[src/rtl/mult_arbiter_if.sv]
// Bundle between the DSP requesters, the shared multiplier and mult_arbiter.
// The master side is the environment (requesters + multiplier), the slave side is the arbiter.
interface mult_arbiter_if #(
  parameter int N_REQ = 4
);
  logic [N_REQ-1:0]    req;
  logic [32*N_REQ-1:0] req_a;
  logic [32*N_REQ-1:0] req_b;
  logic [N_REQ-1:0]    gnt;
  logic [31:0]         mult_a;
  logic [31:0]         mult_b;
  logic [63:0]         mult_p;
  logic [N_REQ-1:0]    rsp_valid;
  logic [63:0]         rsp_p;
  logic                busy;

  modport master (
    output req, req_a, req_b, mult_p,
    input  gnt, mult_a, mult_b, rsp_valid, rsp_p, busy
  );

  modport slave (
    input  req, req_a, req_b, mult_p,
    output gnt, mult_a, mult_b, rsp_valid, rsp_p, busy
  );
endinterface

[src/rtl/mult_arbiter.sv]
// Shares one pipelined signed 32x32->64 multiplier between N_REQ requesters.
// Define MULT_ARB_FIXED_PRIO_EN for fixed priority (index 0 highest) instead of round-robin.
module mult_arbiter #(
  parameter int N_REQ   = 4,
  parameter int LATENCY = 2,
  parameter int IDX_W   = $clog2(N_REQ)
) (
  input logic           clk,
  input logic           rst_n,
  mult_arbiter_if.slave bus
);

  logic [N_REQ-1:0]              req_m;
  logic [N_REQ-1:0][31:0]        a_arr;
  logic [N_REQ-1:0][31:0]        b_arr;
  logic                          gnt_vld;
  logic [IDX_W-1:0]              gnt_idx;
  logic [LATENCY-1:0]            vld_pipe_q, vld_pipe_d;
  logic [LATENCY-1:0][IDX_W-1:0] idx_pipe_q, idx_pipe_d;

  // Requests are ignored while reset is held so gnt stays low.
  assign req_m = rst_n ? bus.req : '0;
  assign a_arr = bus.req_a;
  assign b_arr = bus.req_b;

`ifdef MULT_ARB_FIXED_PRIO_EN
  always_comb begin
    gnt_vld = 1'b0;
    gnt_idx = '0;
    for (int i = N_REQ-1; i >= 0; i--) begin
      if (req_m[i]) begin
        gnt_vld = 1'b1;
        gnt_idx = IDX_W'(i);
      end
    end
  end
`else
  logic [IDX_W-1:0] ptr_q, ptr_d;

  // Walk offsets from the far end so the closest request to ptr wins.
  always_comb begin
    int cand;
    cand    = 0;
    gnt_vld = 1'b0;
    gnt_idx = '0;
    for (int j = N_REQ-1; j >= 0; j--) begin
      cand = int'(ptr_q) + j;
      if (cand >= N_REQ) cand = cand - N_REQ;
      if (req_m[IDX_W'(cand)]) begin
        gnt_vld = 1'b1;
        gnt_idx = IDX_W'(cand);
      end
    end
  end

  always_comb begin
    ptr_d = ptr_q;
    if (gnt_vld) ptr_d = (gnt_idx == IDX_W'(N_REQ-1)) ? '0 : gnt_idx + 1'b1;
  end

  always_ff @(posedge clk or negedge rst_n) begin
    if (!rst_n) ptr_q <= '0;
    else        ptr_q <= ptr_d;
  end
`endif

  always_comb begin
    bus.gnt    = '0;
    bus.mult_a = '0;
    bus.mult_b = '0;
    if (gnt_vld) begin
      bus.gnt[gnt_idx] = 1'b1;
      bus.mult_a       = a_arr[gnt_idx];
      bus.mult_b       = b_arr[gnt_idx];
    end
  end

  // Tag pipeline mirrors the multiplier depth so each product finds its owner.
  always_comb begin
    vld_pipe_d    = vld_pipe_q;
    idx_pipe_d    = idx_pipe_q;
    vld_pipe_d[0] = gnt_vld;
    idx_pipe_d[0] = gnt_idx;
    for (int s = 1; s < LATENCY; s++) begin
      vld_pipe_d[s] = vld_pipe_q[s-1];
      idx_pipe_d[s] = idx_pipe_q[s-1];
    end
  end

  always_ff @(posedge clk or negedge rst_n) begin
    if (!rst_n) begin
      vld_pipe_q <= '0;
      idx_pipe_q <= '0;
    end else begin
      vld_pipe_q <= vld_pipe_d;
      idx_pipe_q <= idx_pipe_d;
    end
  end

  always_comb begin
    bus.rsp_valid = '0;
    if (vld_pipe_q[LATENCY-1]) bus.rsp_valid[idx_pipe_q[LATENCY-1]] = 1'b1;
  end

  assign bus.rsp_p = bus.mult_p;
  assign bus.busy  = |vld_pipe_q;

endmodule

[src/flat_wrapper.sv]
// flat-port wrapper written by rule: the top's interface ports become plain ports
module mult_arbiter_flat 
#(
  parameter int N_REQ   = 4,
  parameter int LATENCY = 2,
  parameter int IDX_W   = $clog2(N_REQ)
)
  (clk, rst_n, bus_req, bus_req_a, bus_req_b, bus_mult_p, bus_gnt, bus_mult_a, bus_mult_b, bus_rsp_valid, bus_rsp_p, bus_busy);
  mult_arbiter_if #(.N_REQ(N_REQ)) bus_i ();
  input logic clk;
  input logic rst_n;
  input wire logic [$bits(bus_i.req)-1:0] bus_req;
  input wire logic [$bits(bus_i.req_a)-1:0] bus_req_a;
  input wire logic [$bits(bus_i.req_b)-1:0] bus_req_b;
  input wire logic [$bits(bus_i.mult_p)-1:0] bus_mult_p;
  output wire logic [$bits(bus_i.gnt)-1:0] bus_gnt;
  output wire logic [$bits(bus_i.mult_a)-1:0] bus_mult_a;
  output wire logic [$bits(bus_i.mult_b)-1:0] bus_mult_b;
  output wire logic [$bits(bus_i.rsp_valid)-1:0] bus_rsp_valid;
  output wire logic [$bits(bus_i.rsp_p)-1:0] bus_rsp_p;
  output wire logic [$bits(bus_i.busy)-1:0] bus_busy;
  assign bus_i.req = bus_req;
  assign bus_i.req_a = bus_req_a;
  assign bus_i.req_b = bus_req_b;
  assign bus_i.mult_p = bus_mult_p;
  assign bus_gnt = bus_i.gnt;
  assign bus_mult_a = bus_i.mult_a;
  assign bus_mult_b = bus_i.mult_b;
  assign bus_rsp_valid = bus_i.rsp_valid;
  assign bus_rsp_p = bus_i.rsp_p;
  assign bus_busy = bus_i.busy;
  mult_arbiter #(.N_REQ(N_REQ), .LATENCY(LATENCY), .IDX_W(IDX_W)) u_core (.clk(clk), .rst_n(rst_n), .bus(bus_i));
endmodule
[config.mk]
export PLATFORM = sky130hd
export DESIGN_NAME = mult_arbiter_flat
export DESIGN_NICKNAME = d
export VERILOG_FILES = /design/src/rtl/mult_arbiter_if.sv /design/src/rtl/mult_arbiter.sv /design/src/flat_wrapper.sv
export SDC_FILE = /design/constraint.sdc
export NUM_CORES = 1
export LEC_CHECK = 0
export BUFFER_PORTS_ARGS = -buffer_cell sky130_fd_sc_hd__buf_2
export CAP_MARGIN = 0
export CORE_AREA = 10 10 171 173
export CTS_CLUSTER_SIZE = 12
export DETAILED_ROUTE_END_ITERATION = 10
export DIE_AREA = 0 0 181 183
export PLACE_DENSITY = 0.35
export SYNTH_ARGS = -nofsm -noshare
export SYNTH_HDL_FRONTEND = slang
export SYNTH_SLANG_ARGS = --single-unit
[constraint.sdc]
create_clock -name clk -period 6.7 [get_ports clk]
set_clock_uncertainty 0.15 [all_clocks]
set_input_delay 0 -clock clk [delete_from_list [all_inputs] [get_ports clk]]
set_output_delay 0 -clock clk [all_outputs]
set_load 0.01 [all_outputs]
==> summary.md <==
| Metric | Value |
|---|---|
| Boundary Pins | 463 |
| Core Rows | 59 |
| Drt wl/cell | 19.21 um |
| Ratio of cells with drive above 1 in the final layout | 48.88% |
| Global-route usage over all layers | 10.79% |
| Critical path data arrival time | about 3.4 ns |
| Dominant register cell in the synthesized netlist | sky130_fd_sc_hd__dfrtp_1 |
| Total congestion overflow after global routing | 0 |
| Cells resized by post-CTS repair | 0 |
| Detailed Place HPWL | ~15,000 um |
| Most common cell in the synthesized netlist | sky130_fd_sc_hd__nand2_1 |
| Clock latency on the worst-skew pair | 0.23 ns |
| Run status | completed |
| Routing usage on met2 | between 20% and 30% |
| Initial drt markers | 195 |
| Power density relative to cell area | 137.7 nW/um^2 |
| Final weighted congestion in routability-driven placement | 0.7989 |
| Endpoint of the lowest-slack register-to-register path | u_core.ptr_q[1] |
| NumNets Final | 1,044 |
| Maximum fanout count along the critical path | 67 |
| Share of synthesized registers carrying an async set or reset | 100.0% |
| Number of instances in the placed design | 979 |
| Combined area of all synthesized cells | around 2600 um^2 |
| Clock tree from TritonCTS | done |
| Post-route worst hold slack | 0.05394 ns |
| Most crowded layer after global routing | met2 |
| Wire length of the first global-routing pass | between 20,000 and 30,000 um |
| Antenna-violating nets left | 0 |
| Category of the worst setup path capture point | primary output |
| Post-route clock period utilization | 53.52% |
| Overall power | around 0.00066 W |
| Max Freq | 278.9 MHz |
| CTS Buffer Depth | 2 |
| Starting utilization of the core area | 10.28% |
| Post-CTS setup buffers | 0 |
| Crit path required time | 6.55 ns |
| Clock slew seen by the registers of the worst setup and hold paths | 0.04 ns |
| Top post-synthesis cells by area | sky130_fd_sc_hd__a221oi_1, sky130_fd_sc_hd__buf_4, sky130_fd_sc_hd__nand2_1 |
| Actual slew at the worst max-slew pin | 1.067 ns |
| Critical Path Source Type | register |
| Maximum number of pins on one net before global-route repair | 73 |
| Die outline height | 183 um |
| Worst IR drop on VDD | approximately 0.06 mV |
| Max Slew Vio Count | 0 |
| GR Layer Usage met3 | 3.150% |
| Class of the worst hold path | in2async |
| Post-synthesis register bit count | 8 |
| Yosys warns | 0 |
| Final worst path period need | 3.586 ns |
| Total Die Area | 33,120 um^2 |
| Count of input and output buffers | 334 |
| Vias in the first global route | 4,864 |
| Commonest cells post-synth | sky130_fd_sc_hd__nand2_1, sky130_fd_sc_hd__buf_4, sky130_fd_sc_hd__a221oi_1, sky130_fd_sc_hd__a31oi_1, sky130_fd_sc_hd__clkbuf_1 |
| Post-Route Utilization | a little under a fifth |
| Clock H-tree levels | 1 |
| CTS root buf | sky130_fd_sc_hd__clkbuf_16 |
| Leak pwr | between 2 and 2.5 nW |
| Antenna diodes | 0 |
| Via-per-instance ratio | between 4 and 5 |
| Number of enable flip-flop cells after synthesis | 0 |
| Area grow syn2layout | 80.82% |
| Length in cells of the worst reg-to-reg path | 6 |
| Setup_tns | 0 ns |
| Portion of the post-synthesis area used by sequential elements | 7.558% |
| Number of clock sinks | 8 |
| Filler cell count | 2,982 |
| Num CTS Buffers | 3 |
| DRC viols | 0 |
| Chip Width | 181 um |
| Fraction of synthesized cell area taken by the top area cell type | a little over a fifth |
| Post-Syn Instances | around 400 |
| Start of the worst register-to-register path | u_core.ptr_q[0] |
| Critical Setup Path Class | reg2out |
| Worst slew margin relative to its limit | 28.69% |
| Mapped Nets | between 700 and 800 |
| Biggest area consumer among synthesized cells | sky130_fd_sc_hd__a221oi_1 |
| Core Footprint | ~26,000 um^2 |
| Met1 track demand over resource in global routing | a little under an eighth |
| Detailed-routing iteration count for the pre-antenna-repair pass | 4 |
| Non-filler cells, final | between 1k and 1.5k |
| Number of hold violations in the final report | 0 |
| Reg2reg setup slack | 4.23 ns |
| RSZ-0062 raised after global routing | false |
| Total of endpoints with negative setup slack in the final report | 0 |
| Post-Syn Area per Cell | 6.445 um^2 |
| Number of antenna violations at the first check in global routing | 0 |
| Number of distinct library cells after synthesis | 28 |
| Max cap viols | 0 |
| Total via count in the routed design | 4,389 |
| Wirelength, routed | 20,120 um |
-- layout make-up --
cell class              count  area, um^2  area share [%]
well taps                 335       419.2           8.751
flip-flops and latches      8       200.2           4.180
repair buffers            404        2360           49.27
multi-input cells         293        1720           35.92
inverters                   4       15.01          0.3135
clock buffers               3       75.07           1.567
-- cells by family after synthesis --
group	Yosys count	synth area share, %
and+or+nand+nor	153	23.71
buffers and inverters	110	28.29
AOI/OAI and AO/OA	136	38.55
adders and majority gates	4	1.890
DFF	8	7.558
-- critical path: stages (launching register included) --
cell                       delay [ns]
sky130_fd_sc_hd__dfrtp_1         0.43
sky130_fd_sc_hd__and4b_1         0.22
sky130_fd_sc_hd__nor4_2          0.42
sky130_fd_sc_hd__and2_4          0.68
sky130_fd_sc_hd__buf_4           0.69
sky130_fd_sc_hd__a221oi_1        0.19
sky130_fd_sc_hd__a31oi_1         0.28
sky130_fd_sc_hd__buf_2           0.19
-- repair_timing --
action                                 CTS  global route
hold buffers                            65             0
setup endpoints to repair                0             0
endpoints found under the hold margin   72             0
-- worst max path at each step --
stage	from	end	slack [ns]	depth (start not counted)
2_1_floorplan	u_core.ptr_q[1]	u_core.ptr_q[1]	4.60	8
3_3_place_gp	u_core.ptr_q[1]	bus_mult_a[10]	3.36	7
3_5_place_dp	u_core.ptr_q[0]	bus_mult_a[10]	3.36	7
4_1_cts	rst_n	bus_mult_a[10]	3.08	9
5_1_grt	rst_n	bus_mult_b[0]	2.79	9
6_report	u_core.ptr_q[0]	bus_mult_b[0]	3.11	7
-- registers in the layout (all words and copies together), names as in the netlist --
signal,cells
u_core.idx_pipe_q,2
u_core.idx_pipe_d,2
u_core.ptr_q,2
u_core.vld_pipe_q,2
-- power breakdown --
group,switching (W),leakage [nW],internal [W]
registers,0.00000593,0.100,0.0000543
clock network,0.0000243,0.0370,0.0000770
logic,0.000283,2.27,0.000215
total,0.000313,2.41,0.000347
-- metal layers --
layer / wire length, um / part of all wire, % / vias up
li1: - / - / 2078
met4: 402 / 2.0 / 0
met3: 1861 / 9.3 / 22
met2: 10660 / 53 / 294
met1: 7187 / 36 / 1995
met5: 0 / 0 / -
-- layout by cell type (no fill, tap or decap), drive strengths merged, types with 2 or more instances in the layout --
cell,Yosys,layout
a221oi,65,65
ha,4,4
clkbuf,15,3
nor3b,2,2
nand2,136,136
dlygate4sd3,0,65
o21ai,4,4
a31oi,64,64
buf,91,339
inv,4,4
nor2,3,3
dfrtp,8,8
and3,5,5
-- through the flow --
stage / cell area, um^2 / setup WS (ns)
after global routing: 4790 / 2.789
after floorplan: 2649 / 4.602
after CTS: 4790 / 3.080
after detailed placement: 4064 / 3.358
after global placement: 4064 / 3.362
final: 4790 / 3.114
(Power assumes the default switching activity.)
